`src/rtl/serializer_tx.sv`:
```
`default_nettype none
`timescale 1ns/1ps
// ============================================================================
// serializer_tx : byte FIFO feeding an MSB-first serial shifter with write strobe
// Revision 1.0
// ============================================================================
module serializer_tx #(
   parameter int DEPTH        = 8,
   parameter int CLKS_PER_BIT = 10,
   parameter int GAP_CYCLES   = 10
) (
   input  logic       clock_1M,
   input  logic       reset,
   input  logic [7:0] data_in,
   input  logic       enq_in,
   input  logic       ready_in,
   output logic       serial_out,
   output logic       write_out,
   output logic [3:0] len_out,
   output logic       status_out
);

   localparam int AW = (DEPTH > 1) ? $clog2(DEPTH) : 1;
   localparam int CW = (CLKS_PER_BIT > 1) ? $clog2(CLKS_PER_BIT) : 1;
   localparam int GW = (GAP_CYCLES > 1) ? $clog2(GAP_CYCLES) : 1;
   localparam logic [AW-1:0] PTR_LAST = AW'(DEPTH - 1);
   localparam logic [CW-1:0] CYC_LAST = CW'(CLKS_PER_BIT - 1);
   localparam logic [GW-1:0] GAP_LAST = GW'(GAP_CYCLES - 1);
   localparam logic [3:0]    DEPTH_L  = 4'(DEPTH);

   typedef enum logic [1:0] {
      IDLE  = 2'd0,
      SHIFT = 2'd1,
      GAP   = 2'd2
   } state_t;

   state_t          state_q, state_d;
   logic [7:0]      mem_q [DEPTH];
   logic [AW-1:0]   wr_ptr_q, wr_ptr_d;
   logic [AW-1:0]   rd_ptr_q, rd_ptr_d;
   logic [3:0]      len_q, len_d;
   logic            full_q, full_d;
   // Bit 7 of the current byte lives in serial_q; this holds the remaining 7.
   logic [6:0]      shreg_q, shreg_d;
   logic [CW-1:0]   cyc_q, cyc_d;
   logic [2:0]      bit_q, bit_d;
   logic [GW-1:0]   gap_q, gap_d;
   logic            serial_q, serial_d;
   logic            write_q, write_d;
   logic            enq_ok;
   logic            pop;
   logic [7:0]      head;

   always_comb begin
      state_d  = state_q;
      wr_ptr_d = wr_ptr_q;
      rd_ptr_d = rd_ptr_q;
      shreg_d  = shreg_q;
      cyc_d    = cyc_q;
      bit_d    = bit_q;
      gap_d    = gap_q;
      serial_d = serial_q;
      write_d  = write_q;
      pop      = 1'b0;
      enq_ok   = enq_in && !full_q;
      head     = mem_q[rd_ptr_q];

      case (state_q)
         IDLE: begin
            if (len_q != 4'd0 && ready_in) pop = 1'b1;
         end
         SHIFT: begin
            if (cyc_q == CYC_LAST) begin
               cyc_d = '0;
               if (bit_q == 3'd7) begin
                  state_d  = GAP;
                  write_d  = 1'b0;
                  serial_d = 1'b0;
                  gap_d    = '0;
               end else begin
                  bit_d    = bit_q + 3'd1;
                  serial_d = shreg_q[6];
                  shreg_d  = {shreg_q[5:0], 1'b0};
               end
            end else begin
               cyc_d = cyc_q + CW'(1);
            end
         end
         GAP: begin
            if (gap_q == GAP_LAST) begin
               if (len_q != 4'd0 && ready_in) pop = 1'b1;
               else                           state_d = IDLE;
            end else begin
               gap_d = gap_q + GW'(1);
            end
         end
         default: state_d = IDLE;
      endcase

      if (pop) begin
         state_d  = SHIFT;
         serial_d = head[7];
         shreg_d  = head[6:0];
         write_d  = 1'b1;
         cyc_d    = '0;
         bit_d    = '0;
         rd_ptr_d = (rd_ptr_q == PTR_LAST) ? '0 : rd_ptr_q + AW'(1);
      end

      if (enq_ok) wr_ptr_d = (wr_ptr_q == PTR_LAST) ? '0 : wr_ptr_q + AW'(1);

      len_d  = len_q + {3'b000, enq_ok} - {3'b000, pop};
      full_d = (len_d == DEPTH_L);
   end

   always_ff @(posedge clock_1M) begin
      if (reset) begin
         state_q  <= IDLE;
         wr_ptr_q <= '0;
         rd_ptr_q <= '0;
         len_q    <= '0;
         full_q   <= 1'b0;
         shreg_q  <= '0;
         cyc_q    <= '0;
         bit_q    <= '0;
         gap_q    <= '0;
         serial_q <= 1'b0;
         write_q  <= 1'b0;
      end else begin
         state_q  <= state_d;
         wr_ptr_q <= wr_ptr_d;
         rd_ptr_q <= rd_ptr_d;
         len_q    <= len_d;
         full_q   <= full_d;
         shreg_q  <= shreg_d;
         cyc_q    <= cyc_d;
         bit_q    <= bit_d;
         gap_q    <= gap_d;
         serial_q <= serial_d;
         write_q  <= write_d;
      end
   end

   // Storage needs no reset: a byte is only read after len_q shows it written.
   always_ff @(posedge clock_1M) begin
      if (enq_ok) mem_q[wr_ptr_q] <= data_in;
   end

   assign serial_out = serial_q;
   assign write_out  = write_q;
   assign len_out    = len_q;
   assign status_out = full_q;

endmodule
`default_nettype wire

```
`config.mk`:
```
export PLATFORM = sky130hd
export DESIGN_NAME = serializer_tx
export DESIGN_NICKNAME = d
export VERILOG_FILES = /design/src/rtl/serializer_tx.sv
export SDC_FILE = /design/constraint.sdc
export NUM_CORES = 1
export LEC_CHECK = 0
export BUFFER_PORTS_ARGS = -buffer_cell sky130_fd_sc_hd__buf_2
export CAP_MARGIN = 0
export CORE_ASPECT_RATIO = 1.25
export CORE_UTILIZATION = 29
export DETAILED_ROUTE_END_ITERATION = 12
export PLACE_DENSITY_LB_ADDON = 0.12
export SYNTH_ARGS = -nofsm -noshare
export SYNTH_HDL_FRONTEND = slang
export SYNTH_SLANG_ARGS = --single-unit
```
`constraint.sdc`:
```
create_clock -name clock_1M -period 5.2 [get_ports clock_1M]
set_clock_uncertainty 0.2 [all_clocks]
set_input_delay 0 -clock clock_1M [delete_from_list [all_inputs] [get_ports clock_1M]]
set_output_delay 0 -clock clock_1M [all_outputs]
set_load 0.02 [all_outputs]
```
==> impl_metrics.json, run 1 <==
{
  "track_usage_pct": 12.29,
  "rsz0062_at_grt": "no",
  "post-route-min-period_ns": 2.804,
  "yosysSeqAreaShare_pct": 64.14,
  "use_met2_pct": 20.78,
  "drt_wl_total_microns": 7975,
  "rows": 48,
  "numClockSinks": 100,
  "grt_max_degree": 25,
  "area_growth_pct": 16.16,
  "clkLatencyLatePin_ns": 0.35,
  "drtPass1Iterations": 4,
  "gp_congestion": 0.7202,
  "setup.worst_path.start_class": "flip-flop",
  "gr-usage-met3_pct": 2.501,
  "io_buffers": 18,
  "tns_ns": 0,
  "die_w_microns": 108.6,
  "grt_pass1_wl_microns": 12860,
  "synth_ff_type": "edfxtp_1",
  "r2r-end": "status_out",
  "busiest_layer": "met2",
  "fill_cells": 1362,
  "synth-edff-count": 64,
  "irDropWorstVdd_mv": 0.2031,
  "start_util_pct": 29.83,
  "hpwlAfterDp_microns": 5161,
  "worstSetupPathType": "flip-flop to flip-flop",
  "synth_cells": 280,
  "final_antenna_net_count": 0,
  "rr_worst_depth": 11,
  "max_freq_mhz": 356.6,
  "routed_via_density": 4.656,
  "relSlewSlack_pct": 28.62,
  "post-cts-setup-buffers": 0,
  "worstHoldStart": "enq_in",
  "finalHoldViolCount": 0,
  "cts_max_level": 3,
  "tightest_slew_ns": 1.067,
  "reg2reg_slack_ns": 2.40,
  "critPathRequiredTime_ns": 5.25,
  "synth_area_sq_um": 4120,
  "antenna_found_initial": 0,
  "slew_violations": 0,
  "layout_common_cells": "edfxtp_1, dfxtp_1, mux2i_1",
  "drc": 0,
  "cts_resized": 0,
  "setup_viol": 0,
  "syn-num-nets": 306,
  "grt_pass1_vias": 2395,
  "p_leak_nw": 1.734,
  "wl_per_cell_microns": 16.31,
  "layout.nets": 335,
  "grt_use_met1_pct": 14.28,
  "ctsRootBufferMaster": "clkbuf_16",
  "layout_commonest_cell": "edfxtp_1",
  "cts_buffers": 9,
  "num_antenna_cells": 0,
  "grt_overflow": 0,
  "drv_cap": 0,
  "die-area_sq_um": 14690,
  "core_sq_um": 13810,
  "fin_util_pct": 34.65,
  "power.density_nw_per_um2": 427.0,
  "clkSlewWorstSetupHoldPaths_ns": 0.07,
  "whs_ns": 0.1124,
  "power_mw": 2.043,
  "die_y_microns": 135.3,
  "io_pins": 19,
  "yosysUniqueCellTypes": 36,
  "dp_slack_ns": 2.363,
  "clock_path_buffers": 2,
  "r2r-start": "gap_q[0]",
  "ys_ff_latch": 100,
  "syn_area_per_cell_sq_um": 14.72,
  "hold_depth": 3,
  "critPathMaxFanout": 17,
  "drt_iter0_drc": 129,
  "ys_async_sr_fraction_pct": 0,
  "status": "complete, no violations",
  "hp-class": "input pin to flip-flop",
  "yosys_warnings": 0,
  "vias": 2277,
  "fin_ws_ns": 2.396,
  "arrival_ns": 2.86,
  "drive_gt1_share_pct": 19.43,
  "cts_tree": "done",
  "fin_crit_sh_pct": 53.93,
  "critPathCaptureType": "flip-flop",
  "hold_path_end": "mem_q[4][3]"
}
[flip-flops by register name, summed over array words and instances, names as in the netlist, named ones only]
signal,flops
rd_ptr_q,3
state_q,2
serial_out,1
bit_q,3
write_out,1
cyc_q,4
shreg_q,7
gap_q,4
len_out,4
mem_q,64
status_out,1
wr_ptr_q,3
[layer usage]
| metal | wire length (microns) | share of wire, % | up-vias |
|---|---|---|---|
| li1 | - | - | 1106 |
| met1 | 3582 | 45 | 1130 |
| met2 | 4039 | 51 | 28 |
| met3 | 144 | 1.8 | 13 |
| met4 | 208 | 2.6 | 0 |
| met5 | 0 | 0 | - |
[cells in the mapped netlist, types with 6 or more instances]
| library cell | instances | area (sq um) |
|---|---|---|
| nand2b_1 | 9 | 56.30 |
| inv_1 | 10 | 37.54 |
| a21oi_1 | 12 | 60.06 |
| dfxtp_1 | 36 | 720.7 |
| edfxtp_1 | 64 | 1922 |
| nand3_1 | 6 | 30.03 |
| nor2_1 | 18 | 67.56 |
| or3_1 | 8 | 50.05 |
| mux4_2 | 16 | 360.4 |
| mux2i_1 | 21 | 210.2 |
| o21ai_0 | 7 | 35.03 |
| ha_1 | 13 | 162.7 |
| nand2_1 | 10 | 37.54 |
| nor3_1 | 7 | 35.03 |
[repair_timing]
action,in CTS,in global routing
setup endpoints to repair,0,0
hold buffers,10,0
endpoints found under the hold margin,82,0
[critical path, cell delays in order (launching register included)]
cell	delay, ns
dfxtp_1	0.40
ha_1	0.24
nand3b_4	0.09
a221o_2	0.48
inv_1	0.09
ha_1	0.20
inv_1	0.06
ha_1	0.27
a21o_1	0.18
a21oi_1	0.16
xnor2_1	0.10
nor4_1	0.25
[power breakdown]
part           leakage (nW)  total [mW]  switching (mW)  internal (mW)
Combinational         0.720       0.402           0.213          0.189
Clock                 0.140       0.649           0.313          0.337
Sequential            0.875       0.992          0.0647          0.927
[kinds of logic (layout without fill, tap and decap cells)]
family          Yosys count  after routing  share of synthesized area (%)
flops                   100            100                          64.14
compound gates           31             31                          4.555
fa+ha+maj                14             14                          4.434
simple gates             71             71                          9.292
xor+xnor                  5              5                          1.063
mux                      37             37                          13.85
buf+inv                  22             56                          2.672
[worst max path at each step]
stage                     startpoint         end  slack, ns  cells after the start
after global routing        gap_q[0]  status_out       2.20                     11
after CTS                   gap_q[0]  status_out       2.35                     11
after global placement      gap_q[0]  status_out       2.42                     11
after detailed placement    gap_q[0]  status_out       2.36                     11
after floorplan           len_out[2]  status_out       2.47                     12
final                       gap_q[0]  status_out       2.40                     11
[final cells by class]
type	count	area (sq um)	area share, %
timing repair buffer	30	205.2	4.288
multi-input combinational	158	1394	29.12
sequential	100	2643	55.22
clock inverter	7	62.56	1.307
inverter	10	37.54	0.7843
tap	175	219.0	4.575
clock buffer	9	225.2	4.706
[metrics by stage]
step                area [sq um]  instances
global placement            4398        463
CTS                         4786        489
detailed placement          4398        463
finish                      4786        489
global route                4786        489
floorplan                   4120        280
No activity file was read; power rests on OpenSTA's default activity.
==> run 2, diff against run 1 <==
==> constraint.sdc (replaced) <==
create_clock -name clock_1M -period 2.8 [get_ports clock_1M]
set_clock_uncertainty 0.2 [all_clocks]
set_input_delay 0 -clock clock_1M [delete_from_list [all_inputs] [get_ports clock_1M]]
set_output_delay 0 -clock clock_1M [all_outputs]
set_load 0.02 [all_outputs]
==> impl_metrics.json, run 2 (synthesis gave the netlist of run 1 again) <==
{
  "status": "complete, no violations",
  "io_buffers": 18,
  "core_sq_um": 13810,
  "io_pins": 19,
  "largest_reg_flops": 64,
  "setup.worst_path.start_class": "flip-flop",
  "worstHoldStart": "enq_in",
  "grt_max_degree": 25,
  "rr_worst_depth": 12,
  "grt_pass1_vias": 2338,
  "final_antenna_net_count": 0,
  "hold_path_end": "wr_ptr_q[0]",
  "reg_top3": "mem_q (64), shreg_q (7)",
  "post-route-min-period_ns": 2.622,
  "cts_tree": "done",
  "slew_violations": 0,
  "critPathRequiredTime_ns": 2.85,
  "routed_via_density": 4.623,
  "cts_max_level": 3,
  "reg2reg_slack_ns": 0.18,
  "dp_cells": 475,
  "drive_gt1_share_pct": 21.47,
  "drt_wl_total_microns": 8106,
  "antenna_found_initial": 0,
  "grt_pass1_wl_microns": 12640,
  "hold_depth": 5,
  "critPathMaxFanout": 4,
  "finalHoldViolCount": 0,
  "rsz0062_at_grt": "no",
  "setup_viol": 0,
  "clock_path_buffers": 2,
  "gp_congestion": 0.7007,
  "worstSetupPathType": "flip-flop to flip-flop",
  "p_leak_nw": 1.779,
  "rows": 48,
  "die_y_microns": 135.3,
  "clkLatencyLatePin_ns": 0.35,
  "layout_commonest_cell": "edfxtp_1",
  "r2r-end": "status_out",
  "top_register": "mem_q",
  "drtPass1Iterations": 4,
  "numClockSinks": 100,
  "fin_cells": 501,
  "drc": 0,
  "start_util_pct": 29.83,
  "critPathCaptureType": "flip-flop",
  "tightest_slew_ns": 0.5917,
  "power_mw": 3.865,
  "die-area_sq_um": 14690,
  "vias": 2316,
  "r2r-start": "gap_q[1]",
  "num_antenna_cells": 0,
  "tns_ns": 0,
  "cts_buffers": 9,
  "die_w_microns": 108.6,
  "relSlewSlack_pct": 60.44,
  "irDropWorstVdd_mv": 0.3290,
  "clkSlewWorstSetupHoldPaths_ns": 0.07,
  "hp-class": "input pin to flip-flop",
  "layout_common_cells": "edfxtp_1, dfxtp_1, mux2i_1",
  "power.density_nw_per_um2": 793.6,
  "area_growth_pct": 18.19,
  "max_freq_mhz": 381.3,
  "ctsRootBufferMaster": "clkbuf_16",
  "wl_per_cell_microns": 16.18,
  "arrival_ns": 2.68,
  "fin_crit_sh_pct": 93.66,
  "layout.nets": 347,
  "track_usage_pct": 12.09,
  "drt_iter0_drc": 87,
  "hpwlAfterDp_microns": 5175,
  "post-cts-setup-buffers": 0,
  "grt_overflow": 0,
  "drv_cap": 0
}
run 2: changes by cell type in the layout (fill, tap and decap cells not counted), moves of 3 or more:
cell / before / now
inv_6: 5 / 0
buf_4: 2 / 14
clkinvlp_4: 1 / 4
nor3_1: 3 / 7
nor3_2: 4 / 0
run 2: what timing repair did:
item	in CTS	in global routing
endpoints found under the hold margin	81	0
gates resized for setup	0	2
setup endpoints to repair	0	1
hold buffers	10	0
run 2: stage by stage:
stage	hold slack [ns]	setup slack (ns)	area [sq um]	utilization [%]
after floorplan	-0.1011	0.07249	4120	-
after global placement	0.07577	0.2110	4468	32.35
after detailed placement	0.08558	0.1419	4468	32.35
after CTS	0.02975	0.08798	4862	35.20
after global routing	0.09144	0.006829	4870	35.25
final	0.02449	0.1776	4870	35.25
run 2: power by group:
group	total (mW)	internal [mW]	switching, mW	leakage [nW]
sequential	1.83	1.72	0.105	0.875
combinational	0.799	0.379	0.420	0.773
clock	1.24	0.691	0.546	0.131
total	3.86	2.79	1.07	1.78
run 2: final cells by class:
class                   count  area, sq um
fillers                  1347         8944
flip-flops and latches    100         2644
multi-input cells         158         1380
repair buffers             42        295.3
clock buffers              10        229.0
well taps                 175        219.0
clock inverters             6        65.06
inverters                  10        37.54
run 2: worst max-delay path by stage:
| stage | start | endpoint |
|---|---|---|
| after floorplan | len_out[2] | status_out |
| after global routing | gap_q[1] | status_out |
| final | gap_q[1] | status_out |
| after CTS | gap_q[0] | status_out |
| after global placement | gap_q[0] | status_out |
| after detailed placement | gap_q[0] | status_out |
run 2: metal layers:
layer	track usage [%]	routed length, microns
met1	14.49	3654
met2	20.29	4098
met3	2.501	177
met4	6.306	176
met5	0	0
run 2: critical path: stages, from the launching register on:
cell and delay, ns:
dfxtp_1 0.33, inv_1 0.06, ha_1 0.20, nand3b_4 0.09
a221o_2 0.35, inv_1 0.06, ha_1 0.18, inv_1 0.05
ha_1 0.27, a21o_1 0.18, a21oi_1 0.16, xnor2_1 0.12
nor4_2 0.27
==> run 3, diff against run 2 <==
--- a/config.mk
+++ b/config.mk
@@ -7,7 +7,7 @@
 export LEC_CHECK = 0
 export BUFFER_PORTS_ARGS = -buffer_cell sky130_fd_sc_hd__buf_2
 export CAP_MARGIN = 0
-export CORE_ASPECT_RATIO = 1.25
+export CORE_ASPECT_RATIO = 0.75
 export CORE_UTILIZATION = 29
 export DETAILED_ROUTE_END_ITERATION = 12
 export PLACE_DENSITY_LB_ADDON = 0.12
==> constraint.sdc (replaced) <==
create_clock -name clock_1M -period 3.25 [get_ports clock_1M]
set_clock_uncertainty 0.2 [all_clocks]
set_input_delay 0 -clock clock_1M [delete_from_list [all_inputs] [get_ports clock_1M]]
set_output_delay 0 -clock clock_1M [all_outputs]
set_load 0.02 [all_outputs]
==> impl_metrics.json, run 3 (synthesis gave the netlist of run 1 again) <==
{
  "cts_buffers": 9,
  "cp_slowest_cell": "dfxtp_1",
  "slew_violations": 0,
  "core_sq_um": 13800,
  "p_sw_share_pct": 28.24,
  "worst_path_largest_cell_delay_ns": 0.40,
  "pwr-share-comb_pct": 20.3,
  "die_w_microns": 139.6,
  "fin_crit_sh_pct": 81.92,
  "setup_viol": 0,
  "critPathCaptureType": "flip-flop",
  "grt_max_degree": 25,
  "vias": 2305,
  "cts_resized": 0,
  "tns_ns": 0,
  "ctsRootBufferMaster": "clkbuf_16",
  "irDropWorstVdd_mv": 0.2563,
  "rr_worst_depth": 11,
  "drive_gt1_share_pct": 20.43,
  "area_growth_pct": 17.86,
  "dp_slack_ns": 0.5890,
  "post-cts-setup-buffers": 0,
  "p_sw_uw": 949.2,
  "setup.worst_path.start_class": "flip-flop",
  "drt_wl_total_microns": 8314,
  "largest_reg_flops": 64,
  "cts_tree": "done",
  "antenna_found_initial": 0,
  "gp_congestion": 0.7127,
  "r2r-end": "status_out",
  "hpwlAfterDp_microns": 5451,
  "final_antenna_net_count": 0,
  "hold_path_end": "wr_ptr_q[2]",
  "critical_path_depth": 11,
  "grt_overflow": 0,
  "cts_max_level": 3,
  "hold_depth": 4,
  "track_usage_pct": 12.52,
  "clock_path_buffers": 2,
  "intPower_mw": 2.412,
  "hp-class": "input pin to flip-flop",
  "io_buffers": 18,
  "critPathMaxFanout": 5,
  "critPathTopFamily": "adder cells",
  "drt_iter0_drc": 277,
  "rows": 37,
  "arrival_ns": 2.71,
  "grt_pass1_vias": 2301,
  "drtPass1Iterations": 5,
  "layout.nets": 344,
  "path_buf_inv": 3,
  "layout_commonest_cell": "edfxtp_1",
  "tightest_slew_ns": 0.9413,
  "clkSlewWorstSetupHoldPaths_ns": 0.07,
  "reg_top3": "mem_q (64), shreg_q (7)",
  "die-area_sq_um": 14690,
  "max_freq_mhz": 375.6,
  "power.density_nw_per_um2": 692.2,
  "reg2reg_slack_ns": 0.59,
  "power.share.sequential_pct": 46.7,
  "start_util_pct": 29.87,
  "numClockSinks": 100,
  "whs_ns": 0.09927,
  "layout_common_cells": "edfxtp_1, dfxtp_1, mux2i_1",
  "power_mw": 3.361,
  "top_register": "mem_q",
  "crit_path_start": "gap_q[0]",
  "drv_cap": 0,
  "grt_pass1_wl_microns": 13470,
  "p_leak_nw": 1.778,
  "routed_via_density": 4.629,
  "p_clk_share_pct": 33.0,
  "finalHoldViolCount": 0,
  "num_antenna_cells": 0,
  "critPathRequiredTime_ns": 3.30,
  "r2r-start": "gap_q[0]",
  "io_pins": 19,
  "fin_ws_ns": 0.5877,
  "clkLatencyLatePin_ns": 0.34,
  "die_y_microns": 105.2,
  "rsz0062_at_grt": "no",
  "wl_per_cell_microns": 16.69,
  "relSlewSlack_pct": 37.01,
  "worstHoldStart": "enq_in",
  "crit_chain": "ha_1 -> nand3b_4 -> a221o_2 -> inv_1 -> ha_1 -> inv_1 -> ha_1 -> inv_1 -> fa_1 -> xnor2_1 -> nor4_1",
  "drc": 0,
  "status": "complete, no violations",
  "worstSetupPathType": "flip-flop to flip-flop",
  "post-route-min-period_ns": 2.662
}
## run 3: cell types whose count changed in the layout (fill, tap and decap cells not counted), sizes merged
cell	change
buf	-3
clkbuf	-1
clkinv	+1
clkinvlp	-2
inv	+2
## run 3: layout make-up
cell class,count,area [sq um]
Tap cell,175,219.0
Timing Repair Buffer,39,272.8
Multi-Input combinational cell,158,1374
Fill cell,1334,8940
Sequential cell,100,2643
Clock inverter,7,85.08
Clock buffer,9,225.2
Inverter,10,37.54
## run 3: how the worst max path moves through the flow
stage	end	slack, ns
6_report	status_out	0.59
2_1_floorplan	status_out	0.52
4_1_cts	status_out	0.56
3_3_place_gp	status_out	0.66
3_5_place_dp	status_out	0.59
5_1_grt	status_out	0.41
## run 3: per-layer routing
layer  GRT usage, %  routed length [microns]
met4          4.239                       92
met1          18.64                     4328
met2          17.66                     3625
met3          2.999                      267
met5              0                        0
## run 3: worst min-delay path, cell delays in order
cell	delay (ns)
buf_2	0.09
nand2b_1	0.24
mux2i_1	0.20
nor2_1	0.07
## run 3: power groups by stage
stage | combinational, mW | clock (mW) | sequential [mW]
after floorplan | 0.489 | 0 | 1.60
after CTS | 0.703 | 1.15 | 1.58
after detailed placement | 0.690 | 0 | 1.60
after global routing | 0.773 | 1.18 | 1.59
final | 0.681 | 1.11 | 1.57
after global placement | 0.688 | 0 | 1.60
## run 3: repair_timing
item                                    4_1_cts  5_1_grt
endpoints found under the setup margin        0        0
hold buffers                                 10        0
endpoints found under the hold margin        79        0
## run 3: per-stage QoR
| step | area, sq um | cells | utilization, % |
|---|---|---|---|
| global route | 4856 | 498 | 35.20 |
| finish | 4856 | 498 | 35.20 |
| global placement | 4446 | 472 | 32.22 |
| floorplan | 4120 | 280 | - |
| detailed placement | 4446 | 472 | 32.22 |
| CTS | 4856 | 498 | 35.20 |
